### config.mk
export PLATFORM = sky130hd
export DESIGN_NAME = decode_stage_flat
export DESIGN_NICKNAME = d
export VERILOG_FILES = /design/src/rtl/decode_stage_if.sv /design/src/rtl/decode_stage.sv /design/src/flat_wrapper.sv
export SDC_FILE = /design/constraint.sdc
export NUM_CORES = 1
export LEC_CHECK = 0
export ABC_AREA = 1
export ABC_CLOCK_PERIOD_IN_PS = 5200
export BUFFER_PORTS_ARGS = -buffer_cell sky130_fd_sc_hd__buf_2
export CORE_ASPECT_RATIO = 1.4
export CORE_MARGIN = 4
export CORE_UTILIZATION = 45
export DETAILED_ROUTE_END_ITERATION = 12
export PLACE_DENSITY_LB_ADDON = 0.25
export SLEW_MARGIN = 0
export SYNTH_ARGS = -nofsm -noshare
export SYNTH_HDL_FRONTEND = slang
export SYNTH_SLANG_ARGS = --single-unit
### constraint.sdc
create_clock -name clock -period 5.2 [get_ports clock]
set_clock_uncertainty 0.15 [all_clocks]
set_input_delay 0.78 -clock clock [delete_from_list [all_inputs] [get_ports clock]]
set_output_delay 0.78 -clock clock [all_outputs]
set_load 0.05 [all_outputs]
### src/rtl/decode_stage_if.sv
// Fetch-side and execute-side bundle of the RV32I decode stage.
// The stage is the slave; the fetch/execute environment is the master.
interface decode_stage_if #(
  parameter int unsigned PC_WIDTH = 32
) ();
  // Fetch side
  logic                in_valid;
  logic                in_ready;
  logic [31:0]         in_instr;
  logic [PC_WIDTH-1:0] in_pc;
  // Execute side
  logic                out_valid;
  logic                out_ready;
  logic [PC_WIDTH-1:0] out_pc;
  logic [4:0]          out_rd;
  logic [4:0]          out_rs1;
  logic [4:0]          out_rs2;
  logic [2:0]          out_funct3;
  logic [31:0]         out_imm;
  logic [3:0]          out_alu_op;
  logic                out_alu_src;
  logic                out_a_pc;
  logic                out_branch;
  logic                out_jump;
  logic                out_mem_read;
  logic                out_mem_write;
  logic                out_reg_write;
  logic                out_illegal;

  modport slave (
    input  in_valid, in_instr, in_pc, out_ready,
    output in_ready, out_valid, out_pc, out_rd, out_rs1, out_rs2, out_funct3, out_imm,
           out_alu_op, out_alu_src, out_a_pc, out_branch, out_jump, out_mem_read,
           out_mem_write, out_reg_write, out_illegal
  );

  modport master (
    output in_valid, in_instr, in_pc, out_ready,
    input  in_ready, out_valid, out_pc, out_rd, out_rs1, out_rs2, out_funct3, out_imm,
           out_alu_op, out_alu_src, out_a_pc, out_branch, out_jump, out_mem_read,
           out_mem_write, out_reg_write, out_illegal
  );
endinterface

### src/rtl/decode_stage.sv
// Registered RV32I decode stage (no SYSTEM/FENCE) with valid/ready handshake,
// flush, optional 2-entry skid buffer and a saturating illegal-bundle counter.
module decode_stage #(
  parameter int unsigned PC_WIDTH  = 32,
  parameter int unsigned SKID      = 0,
  parameter int unsigned CNT_WIDTH = 16
) (
  input  logic                 clock,
  input  logic                 reset,
  input  logic                 flush,
  decode_stage_if.slave        bus,
  output logic [CNT_WIDTH-1:0] illegal_count
);

  localparam logic [3:0] ALU_ADD  = 4'd0;
  localparam logic [3:0] ALU_SUB  = 4'd1;
  localparam logic [3:0] ALU_SLL  = 4'd2;
  localparam logic [3:0] ALU_SLT  = 4'd3;
  localparam logic [3:0] ALU_SLTU = 4'd4;
  localparam logic [3:0] ALU_XOR  = 4'd5;
  localparam logic [3:0] ALU_SRL  = 4'd6;
  localparam logic [3:0] ALU_SRA  = 4'd7;
  localparam logic [3:0] ALU_OR   = 4'd8;
  localparam logic [3:0] ALU_AND  = 4'd9;
  localparam logic [3:0] ALU_SEQ  = 4'd10;
  localparam logic [3:0] ALU_SNE  = 4'd11;
  localparam logic [3:0] ALU_SGT  = 4'd12;
  localparam logic [3:0] ALU_SGTU = 4'd13;
  localparam logic [3:0] ALU_NONE = 4'd15;

  localparam logic [6:0] OPCODE_LOAD   = 7'b0000011;
  localparam logic [6:0] OPCODE_STORE  = 7'b0100011;
  localparam logic [6:0] OPCODE_OP     = 7'b0110011;
  localparam logic [6:0] OPCODE_OP_IMM = 7'b0010011;
  localparam logic [6:0] OPCODE_BRANCH = 7'b1100011;
  localparam logic [6:0] OPCODE_LUI    = 7'b0110111;
  localparam logic [6:0] OPCODE_AUIPC  = 7'b0010111;
  localparam logic [6:0] OPCODE_JAL    = 7'b1101111;
  localparam logic [6:0] OPCODE_JALR   = 7'b1100111;

  typedef struct packed {
    logic [PC_WIDTH-1:0] pc;
    logic [4:0]          rd;
    logic [4:0]          rs1;
    logic [4:0]          rs2;
    logic [2:0]          funct3;
    logic [31:0]         imm;
    logic [3:0]          alu_op;
    logic                alu_src;
    logic                a_pc;
    logic                branch;
    logic                jump;
    logic                mem_read;
    logic                mem_write;
    logic                reg_write;
    logic                illegal;
  } bundle_t;

  // Register-register / register-immediate arithmetic shares one funct3 map.
  function automatic logic [3:0] arith_op(input logic [2:0] f3, input logic alt);
    case (f3)
      3'b000:  arith_op = alt ? ALU_SUB : ALU_ADD;
      3'b001:  arith_op = ALU_SLL;
      3'b010:  arith_op = ALU_SLT;
      3'b011:  arith_op = ALU_SLTU;
      3'b100:  arith_op = ALU_XOR;
      3'b101:  arith_op = alt ? ALU_SRA : ALU_SRL;
      3'b110:  arith_op = ALU_OR;
      default: arith_op = ALU_AND;
    endcase
  endfunction

  logic [31:0] instr;
  logic [6:0]  opcode;
  logic [6:0]  funct7;
  logic [2:0]  f3;
  logic [31:0] imm_i, imm_s, imm_b, imm_u, imm_j;
  logic        legal;
  bundle_t     dec;

  assign instr  = bus.in_instr;
  assign opcode = instr[6:0];
  assign funct7 = instr[31:25];
  assign f3     = instr[14:12];
  assign imm_i  = {{20{instr[31]}}, instr[31:20]};
  assign imm_s  = {{20{instr[31]}}, instr[31:25], instr[11:7]};
  assign imm_b  = {{20{instr[31]}}, instr[7], instr[30:25], instr[11:8], 1'b0};
  assign imm_u  = {instr[31:12], 12'b0};
  assign imm_j  = {{12{instr[31]}}, instr[19:12], instr[20], instr[30:21], 1'b0};

  // Combinational decode of the incoming word; illegal words keep only the fields.
  always_comb begin
    dec        = '0;
    legal      = 1'b0;
    dec.pc     = bus.in_pc;
    dec.rd     = instr[11:7];
    dec.rs1    = instr[19:15];
    dec.rs2    = instr[24:20];
    dec.funct3 = f3;
    case (opcode)
      OPCODE_LOAD: begin
        legal        = (f3 != 3'b011) && (f3 != 3'b110) && (f3 != 3'b111);
        dec.imm      = imm_i;
        dec.alu_op   = ALU_ADD;
        dec.alu_src  = 1'b1;
        dec.mem_read = 1'b1;
        dec.reg_write = 1'b1;
      end
      OPCODE_STORE: begin
        legal         = (f3 == 3'b000) || (f3 == 3'b001) || (f3 == 3'b010);
        dec.imm       = imm_s;
        dec.alu_op    = ALU_ADD;
        dec.alu_src   = 1'b1;
        dec.mem_write = 1'b1;
      end
      OPCODE_OP: begin
        legal = (funct7 == 7'b0000000) ||
                ((funct7 == 7'b0100000) && ((f3 == 3'b000) || (f3 == 3'b101)));
        dec.alu_op    = arith_op(f3, instr[30]);
        dec.reg_write = 1'b1;
      end
      OPCODE_OP_IMM: begin
        if (f3 == 3'b001) begin
          legal = (funct7 == 7'b0000000);
        end else if (f3 == 3'b101) begin
          legal = (funct7 == 7'b0000000) || (funct7 == 7'b0100000);
        end else begin
          legal = 1'b1;
        end
        dec.imm       = imm_i;
        // Only shifts carry an alternate form in the immediate's funct7 bits.
        dec.alu_op    = arith_op(f3, (f3 == 3'b101) && instr[30]);
        dec.alu_src   = 1'b1;
        dec.reg_write = 1'b1;
      end
      OPCODE_BRANCH: begin
        legal      = (f3 != 3'b010) && (f3 != 3'b011);
        dec.imm    = imm_b;
        dec.branch = 1'b1;
        case (f3)
          3'b000:  dec.alu_op = ALU_SEQ;
          3'b001:  dec.alu_op = ALU_SNE;
          3'b100:  dec.alu_op = ALU_SLT;
          3'b101:  dec.alu_op = ALU_SGT;
          3'b110:  dec.alu_op = ALU_SLTU;
          default: dec.alu_op = ALU_SGTU;
        endcase
      end
      OPCODE_LUI: begin
        legal         = 1'b1;
        dec.rs1       = 5'd0;
        dec.imm       = imm_u;
        dec.alu_op    = ALU_ADD;
        dec.alu_src   = 1'b1;
        dec.reg_write = 1'b1;
      end
      OPCODE_AUIPC: begin
        legal         = 1'b1;
        dec.imm       = imm_u;
        dec.alu_op    = ALU_ADD;
        dec.alu_src   = 1'b1;
        dec.a_pc      = 1'b1;
        dec.reg_write = 1'b1;
      end
      OPCODE_JAL: begin
        legal         = 1'b1;
        dec.imm       = imm_j;
        dec.alu_op    = ALU_ADD;
        dec.alu_src   = 1'b1;
        dec.a_pc      = 1'b1;
        dec.jump      = 1'b1;
        dec.reg_write = 1'b1;
      end
      OPCODE_JALR: begin
        legal         = (f3 == 3'b000);
        dec.imm       = imm_i;
        dec.alu_op    = ALU_ADD;
        dec.alu_src   = 1'b1;
        dec.a_pc      = 1'b1;
        dec.jump      = 1'b1;
        dec.reg_write = 1'b1;
      end
      default: legal = 1'b0;
    endcase
    // Opcode table covers instr[1:0]!=11 and the all-zero word as well.
    if (!legal) begin
      dec.rs1       = instr[19:15];
      dec.imm       = '0;
      dec.alu_op    = ALU_NONE;
      dec.alu_src   = 1'b0;
      dec.a_pc      = 1'b0;
      dec.branch    = 1'b0;
      dec.jump      = 1'b0;
      dec.mem_read  = 1'b0;
      dec.mem_write = 1'b0;
      dec.reg_write = 1'b0;
      dec.illegal   = 1'b1;
    end
  end

  bundle_t              out_q, out_d, skid_q, skid_d;
  logic                 out_valid_q, out_valid_d;
  logic                 skid_valid_q, skid_valid_d;
  logic                 ready_q, ready_d;
  logic [CNT_WIDTH-1:0] cnt_q, cnt_d;
  logic                 in_ready;
  logic                 accept, out_fire;

  assign in_ready = (SKID != 0) ? (ready_q & ~flush)
                                : (~flush & (~out_valid_q | bus.out_ready));
  assign accept   = bus.in_valid & in_ready;
  assign out_fire = out_valid_q & bus.out_ready;

  // Next state of output register, skid slot and registered ready.
  always_comb begin
    out_d        = out_q;
    out_valid_d  = out_valid_q;
    skid_d       = skid_q;
    skid_valid_d = skid_valid_q;
    if (flush) begin
      out_valid_d  = 1'b0;
      skid_valid_d = 1'b0;
    end else if (!out_valid_q || out_fire) begin
      // Skid is older than anything accepted now, so it drains first.
      if (skid_valid_q) begin
        out_d        = skid_q;
        out_valid_d  = 1'b1;
        skid_valid_d = 1'b0;
      end else if (accept) begin
        out_d       = dec;
        out_valid_d = 1'b1;
      end else begin
        out_valid_d = 1'b0;
      end
    end else if (accept && (SKID != 0)) begin
      skid_d       = dec;
      skid_valid_d = 1'b1;
    end
    ready_d = ~skid_valid_d;
  end

  // Saturating count of illegal bundles handed to execute.
  always_comb begin
    cnt_d = cnt_q;
    if (out_fire && out_q.illegal && !(&cnt_q)) begin
      cnt_d = cnt_q + 1'b1;
    end
  end

  // State registers.
  always_ff @(posedge clock or posedge reset) begin
    if (reset) begin
      out_q        <= '0;
      out_valid_q  <= 1'b0;
      skid_q       <= '0;
      skid_valid_q <= 1'b0;
      ready_q      <= 1'b1;
      cnt_q        <= '0;
    end else begin
      out_q        <= out_d;
      out_valid_q  <= out_valid_d;
      skid_q       <= skid_d;
      skid_valid_q <= skid_valid_d;
      ready_q      <= ready_d;
      cnt_q        <= cnt_d;
    end
  end

  assign bus.in_ready      = in_ready;
  assign bus.out_valid     = out_valid_q;
  assign bus.out_pc        = out_q.pc;
  assign bus.out_rd        = out_q.rd;
  assign bus.out_rs1       = out_q.rs1;
  assign bus.out_rs2       = out_q.rs2;
  assign bus.out_funct3    = out_q.funct3;
  assign bus.out_imm       = out_q.imm;
  assign bus.out_alu_op    = out_q.alu_op;
  assign bus.out_alu_src   = out_q.alu_src;
  assign bus.out_a_pc      = out_q.a_pc;
  assign bus.out_branch    = out_q.branch;
  assign bus.out_jump      = out_q.jump;
  assign bus.out_mem_read  = out_q.mem_read;
  assign bus.out_mem_write = out_q.mem_write;
  assign bus.out_reg_write = out_q.reg_write;
  assign bus.out_illegal   = out_q.illegal;
  assign illegal_count     = cnt_q;

endmodule

### src/flat_wrapper.sv
// flat-port wrapper written by rule: the top's interface ports become plain ports
module decode_stage_flat 
#(
  parameter int unsigned PC_WIDTH  = 32,
  parameter int unsigned SKID      = 0,
  parameter int unsigned CNT_WIDTH = 16
)
  (clock, reset, flush, illegal_count, bus_in_valid, bus_in_instr, bus_in_pc, bus_out_ready, bus_in_ready, bus_out_valid, bus_out_pc, bus_out_rd, bus_out_rs1, bus_out_rs2, bus_out_funct3, bus_out_imm, bus_out_alu_op, bus_out_alu_src, bus_out_a_pc, bus_out_branch, bus_out_jump, bus_out_mem_read, bus_out_mem_write, bus_out_reg_write, bus_out_illegal);
  decode_stage_if #(.PC_WIDTH(PC_WIDTH)) bus_i ();
  input  logic clock;
  input  logic reset;
  input  logic flush;
  output logic [CNT_WIDTH-1:0] illegal_count;
  input wire logic [$bits(bus_i.in_valid)-1:0] bus_in_valid;
  input wire logic [$bits(bus_i.in_instr)-1:0] bus_in_instr;
  input wire logic [$bits(bus_i.in_pc)-1:0] bus_in_pc;
  input wire logic [$bits(bus_i.out_ready)-1:0] bus_out_ready;
  output wire logic [$bits(bus_i.in_ready)-1:0] bus_in_ready;
  output wire logic [$bits(bus_i.out_valid)-1:0] bus_out_valid;
  output wire logic [$bits(bus_i.out_pc)-1:0] bus_out_pc;
  output wire logic [$bits(bus_i.out_rd)-1:0] bus_out_rd;
  output wire logic [$bits(bus_i.out_rs1)-1:0] bus_out_rs1;
  output wire logic [$bits(bus_i.out_rs2)-1:0] bus_out_rs2;
  output wire logic [$bits(bus_i.out_funct3)-1:0] bus_out_funct3;
  output wire logic [$bits(bus_i.out_imm)-1:0] bus_out_imm;
  output wire logic [$bits(bus_i.out_alu_op)-1:0] bus_out_alu_op;
  output wire logic [$bits(bus_i.out_alu_src)-1:0] bus_out_alu_src;
  output wire logic [$bits(bus_i.out_a_pc)-1:0] bus_out_a_pc;
  output wire logic [$bits(bus_i.out_branch)-1:0] bus_out_branch;
  output wire logic [$bits(bus_i.out_jump)-1:0] bus_out_jump;
  output wire logic [$bits(bus_i.out_mem_read)-1:0] bus_out_mem_read;
  output wire logic [$bits(bus_i.out_mem_write)-1:0] bus_out_mem_write;
  output wire logic [$bits(bus_i.out_reg_write)-1:0] bus_out_reg_write;
  output wire logic [$bits(bus_i.out_illegal)-1:0] bus_out_illegal;
  assign bus_i.in_valid = bus_in_valid;
  assign bus_i.in_instr = bus_in_instr;
  assign bus_i.in_pc = bus_in_pc;
  assign bus_i.out_ready = bus_out_ready;
  assign bus_in_ready = bus_i.in_ready;
  assign bus_out_valid = bus_i.out_valid;
  assign bus_out_pc = bus_i.out_pc;
  assign bus_out_rd = bus_i.out_rd;
  assign bus_out_rs1 = bus_i.out_rs1;
  assign bus_out_rs2 = bus_i.out_rs2;
  assign bus_out_funct3 = bus_i.out_funct3;
  assign bus_out_imm = bus_i.out_imm;
  assign bus_out_alu_op = bus_i.out_alu_op;
  assign bus_out_alu_src = bus_i.out_alu_src;
  assign bus_out_a_pc = bus_i.out_a_pc;
  assign bus_out_branch = bus_i.out_branch;
  assign bus_out_jump = bus_i.out_jump;
  assign bus_out_mem_read = bus_i.out_mem_read;
  assign bus_out_mem_write = bus_i.out_mem_write;
  assign bus_out_reg_write = bus_i.out_reg_write;
  assign bus_out_illegal = bus_i.out_illegal;
  decode_stage #(.PC_WIDTH(PC_WIDTH), .SKID(SKID), .CNT_WIDTH(CNT_WIDTH)) u_core (.clock(clock), .reset(reset), .flush(flush), .bus(bus_i), .illegal_count(illegal_count));
endmodule
==> run summary <==
Simple-gate share of the synthesized area = 0.3691
Slew headroom = 0.2530
DR iter-0 viols = 276
CTS H-tree depth = 3
Post-synthesis compound-gate area fraction = 0.04003
Period minus WS final = 2337 ps
Period utilization = 0.4494
Yosys cell types = 29
Vias in the first global route = 5,059
Post-synth top cells = 325 x nand2_1, 111 x dfrtp_1, 95 x nor2_1, 40 x inv_1, 39 x nand3_1
#FFs+latches synth = 111
Post-DP HPWL = 10,970 um
CP max stage delay = 310 ps
Nets@finish = 983
# port buffers = 180
Main synth FF type = dfrtp_1
Routed via count = 5,138
Final setup viols = 0
Row cnt = 47
LEAKAGE = 0.003945 uW
DRC Markers = 0
Post-synthesis mux area share = 0
Synth Area in Adders = 0.002261
Post-synth EDFFs = 0
Outcome = finished, final reports clean
Die Y = 139.2 um
Post-Syn Area = 5533 um2
Worst Tran Pin Value = 1121 ps
CTS tree = built
Hold-fix buffers at CTS = 0
Post-CTS setup buffer count = 0
Routed wl met3 = 1345 um
Routability congestion estimate = 0.9453
Maximum root-to-sink buffer count = 2
Sum Neg Setup Slack = 0 ps
WP data arrival = 1410 ps
Async SR Flop Fraction = 1.000
Max Clock Freq = 428.0 MHz
DR WL met2 = 6977 um
Sequential fraction of the synthesis area = 0.5020
Die ar. = 14,160 um2
Largest net degree at the start of global routing = 115
Post-synthesis net count = 819
Cell type with the largest total area after synthesis = dfrtp_1
Clock insertion delay at the later pin of the skew report = 340 ps
RSZ-0062 raised after global routing = false
Startpoint Class = input pin
Synth Area in XOR/XNOR = 0.02058
Critical-path cell list = buf_2, nor2_1, nor2_1, buf_2
Syn avg cell area = 7.387 um2
First-pass detailed-route iteration total = 5
CP max stage cell = buf_2
Clock Pin Slew Worst Setup and Hold Paths = 80 ps
Clk sinks = 111
Post-Synthesis Cells = 749
PwrDens = 351.3 nW/um2
Layout cells sized above 1 = 0.2582
Gr usage total = 0.2164
Hold Vio Cnt, Final = 0
Clk root buf = clkbuf_16
Worst Path Required = 4270 ps
Diode count = 0
CORE AREA = 11,940 um2
Max-cap viol count = 0
Largest family of logic cells by synthesized area = simple AND/OR/NAND/NOR gates
Cell Count, Final, Fillers Out = 1,065
Top delay family on crit path = buffers and inverters
Path type of the worst setup path = in -> out
Die width = 101.7 um
CP bufs+invs = 2
CTS Buf Count = 9
Uppermost layer routed = met4
CP endpoint kind = primary output
Area contributors post-synth = dfrtp_1 50%, nand2_1 22%, nor2_1 6.4%
Post-CTS Resized = 0
Placed instance count = 1,049
CP Max Fanout = 2
Routed len/inst = 14.11 um
Via density = 4.824
Drt total wl = 15,020 um
Top cell type's share of synthesized area = 0.5020
Metal-1 WL = 6268 um
Maximum VDD drop = 0.1846 mV
Starting Density = 0.4635
Max-slew violations = 0
I/O Pins = 181
Area Growth Syn to Fin = 22.68%
Post-route ant nets = 0
Hold Path Class = reg -> reg
Warnings from Yosys = 0
Initial antenna violation count = 0
First-pass GRT wire length = 24,660 um
GR Overflow Total = 0
Count leader, synth = nand2_1
final timing paths:
| check | start | to | slack, ps | depth (start not counted) |
|---|---|---|---|---|
| setup reg to reg | u_core.bus.out_valid$_DFFE_PP0P_ | u_core.bus.out_imm[3]$_DFFE_PP0P_ | 2950 | 9 |
| hold reg to reg | u_core.bus.out_rs1[2]$_DFFE_PP0P_ | u_core.bus.out_rs1[2]$_DFFE_PP0P_ | 330 | 2 |
| setup / recovery | bus_out_ready | bus_in_ready | 2860 | 4 |
| hold / removal | u_core.bus.out_rs1[2]$_DFFE_PP0P_ | u_core.bus.out_rs1[2]$_DFFE_PP0P_ | 330 | 2 |
| min in group asynchronous | reset | u_core.bus.out_imm[7]$_DFFE_PP0P_ | 490 | 2 |
| max in group asynchronous | reset | u_core.bus.out_rs1[4]$_DFFE_PP0P_ | 3390 | 3 |
cell usage in the layout, fill, tap and decap left out, types with 2 or more instances in the layout:
master	Yosys	final
nand2_4	3	4
nand3b_1	3	3
nor3_1	7	7
nor2_4	2	2
inv_2	15	15
nand2_2	6	6
clkinv_4	0	3
nand2_1	325	324
o21ai_0	37	37
a21oi_1	2	2
o21bai_1	2	2
xor2_1	8	8
nand4_1	5	5
dfrtp_1	111	111
clkinvlp_4	0	2
nand3_1	39	39
buf_4	3	3
xnor2_1	5	5
inv_1	40	39
nor2_2	5	5
nor2_1	95	95
clkbuf_16	0	9
nand3_2	4	4
buf_2	9	180
tightest hold or removal path, cell delays in order (launching register included):
cell and delay, ps:
dfrtp_1 350, nand2_1 50, nand2_1 50
layer usage:
| metal | global-route usage | vias to the layer above |
|---|---|---|
| li1 | - | 2622 |
| met1 | 0.2779 | 2302 |
| met2 | 0.3500 | 194 |
| met3 | 0.05637 | 20 |
| met4 | 0.07703 | 0 |
| met5 | 0 | - |
state kept, by name, indices dropped and copies added, names as in the netlist, 3 cells and up:
| register | count |
|---|---|
| u_core.bus.out_rs2 | 5 |
| u_core.bus.out_funct3 | 3 |
| u_core.bus.out_rs1 | 5 |
| u_core.bus.out_imm | 32 |
| u_core.bus.out_pc | 32 |
| u_core.bus.out_rd | 5 |
| u_core.illegal_count | 16 |
| u_core.bus.out_alu_op | 4 |
where the power goes:
part | leakage [uW] | internal, uW | switching [uW]
Sequential | 0.00144 | 954 | 67.7
Combinational | 0.00237 | 151 | 530
Clock | 0.000138 | 346 | 336
through the flow:
step	util	hold WS, ps	setup WS (ps)	instance area, um2	total power, uW
after global routing	0.5686	341.7	2599	6788	2497
after floorplan	-	605.8	1339	5533	1538
after global placement	0.5438	306.2	2512	6491	1716
after CTS	0.5686	331.6	2852	6788	2403
final	0.5686	328.4	2863	6788	2385
after detailed placement	0.5438	309.5	2497	6491	1723
cells by family (layout without fill, tap and decap cells):
group	after synthesis	after routing
AND/OR/NAND/NOR	496	496
flip-flops	111	111
buffers and inverters	85	254
AO/OA/AOI/OAI	43	43
XOR/XNOR	13	13
adder cells (fa/ha/maj)	1	1
cell type report:
class / count / area [um2]
clock inverter: 6 / 57.56
timing repair buffer: 183 / 923.4
sequential: 111 / 2778
inverter: 55 / 209.0
fill: 1189 / 5150
tap: 147 / 183.9
clock buffer: 10 / 239.0
multi-input combinational: 553 / 2397
No activity file was read; power rests on OpenSTA's default activity.
